[src/rtl/cdb_issue_scheduler.sv]
// cdb_issue_scheduler: grants issue to ready queue heads so that results never collide on the CDB.
// Ports:
//   clock, reset            - clock; asynchronous active-high reset
//   issueque_rdy_*          - a ready instruction waits at the head of int A / int B / ld-st / mul queue
//   flush                   - ROB flush: suppresses grants and drops every reservation
//   issue_grant_*           - combinational grants; the queue pops its head on the edge where grant=1
//   cdb_valid, cdb_sel      - registered CDB source (00 int A, 01 int B, 10 ld/st, 11 mul)
// Optional feature: define CDB_SCHED_INT_RR_EN for round-robin between integer A and B
// (otherwise A has fixed priority over B).
module cdb_issue_scheduler #(
    parameter int LDST_LAT = 2,
    parameter int MUL_LAT  = 4
) (
    input  logic       clock,
    input  logic       reset,
    input  logic       issueque_rdy_int_A,
    input  logic       issueque_rdy_int_B,
    input  logic       issueque_rdy_ld_st,
    input  logic       issueque_rdy_mul,
    input  logic       flush,
    output logic       issue_grant_int_A,
    output logic       issue_grant_int_B,
    output logic       issue_grant_ld_st,
    output logic       issue_grant_mul,
    output logic       cdb_valid,
    output logic [1:0] cdb_sel
);
    // res[j] describes the CDB in cycle now+j-1; the extra top slot is permanently free
    logic [MUL_LAT:1]          res_v_q, res_v_d;
    logic [MUL_LAT:1][1:0]     res_own_q, res_own_d;
    logic [MUL_LAT+1:1]        ext_v;
    logic [MUL_LAT+1:1][1:0]   ext_own;
    logic                      en, pick_a, pick_b, g_int;
    assign ext_v   = {1'b0, res_v_q};
    assign ext_own = {2'b00, res_own_q};
    assign en      = !reset && !flush;
`ifdef CDB_SCHED_INT_RR_EN
    // last_int_q = 1 means integer A received the most recent integer grant
    logic last_int_q, last_int_d;
    assign pick_a     = issueque_rdy_int_A && (!issueque_rdy_int_B || !last_int_q);
    assign last_int_d = g_int ? issue_grant_int_A : last_int_q;
    always_ff @(posedge clock or posedge reset) begin
        if (reset) last_int_q <= 1'b0;
        else       last_int_q <= last_int_d;
    end
`else
    assign pick_a = issueque_rdy_int_A;
`endif
    assign pick_b = issueque_rdy_int_B && !pick_a;
    always_comb begin
        issue_grant_int_A = en && !ext_v[2] && pick_a;
        issue_grant_int_B = en && !ext_v[2] && pick_b;
        issue_grant_ld_st = en && !ext_v[LDST_LAT+1] && issueque_rdy_ld_st;
        issue_grant_mul   = en && issueque_rdy_mul;
        g_int             = issue_grant_int_A || issue_grant_int_B;
    end
    always_comb begin
        res_v_d   = '0;
        res_own_d = '0;
        for (int j = 1; j <= MUL_LAT; j++) begin
            res_v_d[j]   = !flush && (ext_v[j+1] || (j == 1 && g_int) ||
                           (j == LDST_LAT && issue_grant_ld_st) || (j == MUL_LAT && issue_grant_mul));
            res_own_d[j] = (j == 1 && g_int) ? {1'b0, issue_grant_int_B} :
                           (j == LDST_LAT && issue_grant_ld_st) ? 2'b10 :
                           (j == MUL_LAT && issue_grant_mul) ? 2'b11 : ext_own[j+1];
        end
    end
    always_ff @(posedge clock or posedge reset) begin
        if (reset) begin
            res_v_q   <= '0;
            res_own_q <= '0;
        end else begin
            res_v_q   <= res_v_d;
            res_own_q <= res_own_d;
        end
    end
    assign cdb_valid = res_v_q[1];
    assign cdb_sel   = res_own_q[1];
endmodule

[config.mk]
export PLATFORM = sky130hd
export DESIGN_NAME = cdb_issue_scheduler
export DESIGN_NICKNAME = d
export VERILOG_FILES = /design/src/rtl/cdb_issue_scheduler.sv
export SDC_FILE = /design/constraint.sdc
export NUM_CORES = 1
export LEC_CHECK = 0
export CORE_AREA = 2 2 39 41
export CTS_CLUSTER_SIZE = 16
export DETAILED_ROUTE_END_ITERATION = 12
export DIE_AREA = 0 0 41 43
export PLACE_DENSITY_LB_ADDON = 0.15
export SYNTH_ARGS = -nofsm -noshare
export SYNTH_HDL_FRONTEND = slang
export SYNTH_SLANG_ARGS = --single-unit
[constraint.sdc]
create_clock -name clock -period 1.3 [get_ports clock]
set_input_delay 0.13 -clock clock [delete_from_list [all_inputs] [get_ports clock]]
set_output_delay 0.13 -clock clock [all_outputs]
set_load 0.02 [all_outputs]
# Word level (Yosys, flattened, before mapping)
# Index checks and enable logic that the tools add are counted.
# Widths: inputs -> output; s select.
dict set report word_totals {
  reg_bits 12
  inputBits 7
  out_inout_bits 7
  wordCells 28
}
dict set report classes {
  n_mux 3
  n_reduce_logical 20
}
# operator n
set ops {}
lappend ops {{$logic_and 1x1->1} 12}
lappend ops {{$mux 2} 3}
lappend ops {{$logic_not 1->1} 5}
lappend ops {{$logic_or 1x1->1} 3}

# Logic depth before layout (Yosys ltp)
dict set report depth {
  word_depth 7
  depth_mapped 3
  ltp_nobuf 2
}

# Worst setup path after synthesis
# Ideal clock, no wire load.
dict set report synth_path {
  kind {register to register}
  startpoint {register res_v_q[3] (netlist bit)}
  endpoint {register res_own_q, in the netlist ext_own[3]}
  setup_time_ps 69
  arrival_time_ps 1399
  required_time_ps 1231
  path_slack_ps -168
  path_stages_with_launch 3
  path_buffers 0
  period_less_slack_ps 1468
  cell_sequence {dfrtp_1 > nor4b_1 > or2_1}
}
# element line
set synth_rtl {}
lappend synth_rtl {{start: declaration} 29} ;# logic [MUL_LAT:1] res_v_q, res_v_d;
lappend synth_rtl {{start signal: assignment} 73} ;# res_v_q <= res_v_d;
lappend synth_rtl {{end signal: assignment} 74} ;# res_own_q <= res_own_d;
lappend synth_rtl {{end: declaration} 30} ;# logic [MUL_LAT:1][1:0] res_own_q, res_own_d;

# Worst setup path in the final report
dict set report layout_path {
  startpoint {input port reset}
  endpoint {output port issue_grant_int_B}
}
dict set report layout_between {
  elab_chain_cells 4
}
# element line
set layout_lines {}
lappend layout_lines {{start: declaration} 15} ;# input logic reset,
lappend layout_lines {{$logic_not 1->1 (no line)} --}
lappend layout_lines {{$logic_and 1x1->1} 36} ;# assign en = !reset && !flush;
lappend layout_lines {{$logic_and 1x1->1 (2 in series)} 52} ;# issue_grant_int_B = en && !ext_v[2] && pick_b;
lappend layout_lines {{end: declaration} 22} ;# output logic issue_grant_int_B,
# Every way passes these cells.

==> results <==
-- cell families after synthesis --
family | synth area share (%)
AND/OR/NAND/NOR | 20.7
flip-flops | 60.8
buffers and inverters | 11.2
AO/OA/AOI/OAI | 7.30
-- registers in the layout, indices dropped and copies added, names as in the netlist --
signal   count
ext_own      4
res_v_q      4
cdb_sel      2
-- worst max-delay path by stage --
stage                           from                end  slack, ns
after floorplan           res_v_q[2]  issue_grant_int_B       0.09
after global placement         reset  issue_grant_int_B      -0.59
after detailed placement       reset  issue_grant_int_B      -0.60
after CTS                 res_v_q[2]  issue_grant_int_B      -0.14
after global routing      res_v_q[2]  issue_grant_int_B      -0.18
final                          reset  issue_grant_int_B      -0.12
-- area by class of cell --
| class | instances | share of cell area [%] |
|---|---|---|
| timing repair buffer | 24 | 29.6 |
| tap | 16 | 2.93 |
| sequential | 10 | 36.6 |
| inverter | 4 | 2.19 |
| clock buffer | 4 | 5.30 |
| multi-input combinational | 17 | 23.4 |
-- Yosys cell counts --
| cell type | count | share of area (%) |
|---|---|---|
| or2_1 | 1 | 1.5 |
| a21oi_1 | 3 | 3.6 |
| nand2b_1 | 1 | 1.5 |
| nor2b_1 | 2 | 3.0 |
| o21a_1 | 1 | 1.8 |
| nor4b_1 | 2 | 4.3 |
| or4b_1 | 1 | 2.4 |
| buf_2 | 1 | 1.2 |
| nor3b_1 | 3 | 5.5 |
| buf_4 | 2 | 3.6 |
| buf_6 | 1 | 2.7 |
| o21bai_1 | 1 | 1.8 |
| nor2_1 | 1 | 0.91 |
| or3_1 | 1 | 1.5 |
| dfrtp_1 | 10 | 61 |
| inv_1 | 4 | 3.6 |
-- layer usage --
metal  vias to the layer above  global-route usage, %
met5                         -                      0
met4                         0                   8.00
met3                         0                   3.66
met2                        15                   18.1
met1                       158                   14.9
li1                        161                      -
-- timing repair --
action | in CTS | in global routing
setup buffers | 3 | 0
setup endpoints to repair | 7 | 3
pin swaps | 2 | 1
gates resized for setup | 32 | 0
-- power groups by stage --
stage | Combinational, mW | Sequential, mW | Clock [mW]
2_1_floorplan | 0.0552 | 0.339 | 0
3_3_place_gp | 0.111 | 0.337 | 0
3_5_place_dp | 0.114 | 0.337 | 0
4_1_cts | 0.123 | 0.331 | 0.285
5_1_grt | 0.133 | 0.332 | 0.313
6_report | 0.123 | 0.331 | 0.278
-- worst reg2reg max path, cell delays in order (launching register included) --
cell     delay (ns)
dfrtp_1        0.38
buf_4          0.15
or4b_1         0.47
a21oi_1        0.16
==> results_dict.tcl <==
set metrics [dict create \
    pwr-share-clk_pct 38.0 \
    hold_buffers 0 \
    required_ns 1.17 \
    slew_violations 0 \
    utilization_pct 49.5 \
    hold_class "input pin to asynchronous set/reset pin" \
    violations "setup timing" \
    tightest_slew_ns 0.378 \
    fmax_mhz 702 \
    worstPathArrival_ns 1.29 \
    instances_no_fill 75 \
    syn-mean-instance-area_um2 11.8 \
    wl_met2_um 456 \
    synth_fp_nets 42 \
    dieArea_um2 1760 \
    ys_seq_area_share_pct 60.8 \
    layout-drive-gt1-share_pct 40.7 \
    area_delta_synth_final_pct 66.3 \
    highest_layer "met3" \
    path_max_fanout 2 \
    powerDensity_nw_per_um2 1070 \
    cts_tree "yes" \
    r2r-end "cdb_sel[0]" \
    pwr-share-comb_pct 16.8 \
    first_pass_iters 3 \
    crit_type "input pin to output pin" \
    initial_utilization_pct 29.7 \
    antenna_cells 0 \
    cts_buffers 3 \
    multi_input_area_um2 160 \
    drc 0 \
    hpwl_um 609 \
    crit_family "buffers and inverters" \
    critPathCaptureType "output pin" \
    rsz0062_at_grt "true" \
    crit_cells 4 \
    rows 14 \
    finalHoldViolations 0 \
    htreeDepth 1 \
    path_buf_inv 2 \
    nNetsFinal 67 \
    clock_latency_ns 0.27 \
    final_common_cell "buf_4" \
    grtUsageTotal_pct 12.3 \
    place_congestion 0.673 \
    yosysWarnings 0 \
    postRouteAntennaNets 0 \
    p_sw_share_pct 23.0 \
    die_x_um 41 \
    numPlacedInstances 68 \
    r2r_start "res_v_q[2]" \
    post_drt_wl_per_cell_um 11.9 \
    drtIter0Drc 3 \
    rrSetupSlack_ns 0.07 \
    finalHoldWorstSlack_ns 0.345 \
    grt_pass1_wl_um 1440 \
    path_clk_slew_ns 0.07 \
    port_buffers 13 \
    fin_ws_ns -0.124 \
    finalInstanceArea_um2 684 \
    core_um2 1380 \
    maxCapViolations 0 \
    route.layer.met1.wl_um 362 \
    clockBufferDepth 2 \
    finalSetupTns_ns -0.151 \
    route.vias.total 334 \
    rr_worst_depth 3 \
    finalCritPeriodShare_pct 110 \
    final_cell_mix "12 x buf_4, 10 x dfrtp_1, 5 x clkdlybuf4s50_1" \
    synth_seq_cells 10 \
    overflow 0 \
    wl_met3_um 76 \
    wl_um 895 \
    nFillCells 131 \
    grt_pass1_vias 357 \
    status "finished, violations left" \
    dpl_cell_area_um2 608 \
    peakVddDrop_mv 0.559 \
    clock_skew_ns 0.00359 \
    regArea_um2 250 \
    sequentialPowerShare_pct 45.3 \
    fp.dieH_um 43 \
    start_kind "input pin" \
    cts_sinks 10 \
    fin_crit_ns 1.42 \
    cp_cell_sequence "clkdlybuf4s50_1, or3_4, nor3b_2, buf_4" \
    antenna_found_initial 0 \
    ys_types 16 \
    p_switching_uw 168 \
    io_pins 14 \
    total_power_uw 732 \
    netlist_instances 35 \
    finalSetupViolCount 2 \
    grt_max_degree 11 \
    power_leakage_nw 0.340 \
    cts_root_buffer "clkbuf_4" \
    max_slew_margin_pct 74.8 \
    power.internal_uw 563 \
    netlist_area_um2 412 \
    post-place-ws_ns -0.599 \
    slowest_stage "clkdlybuf4s50_1" \
    viasPerCell 4.45 \
    critPathMaxStageDelay_ns 0.44 \
]
(Power assumes the default switching activity.)
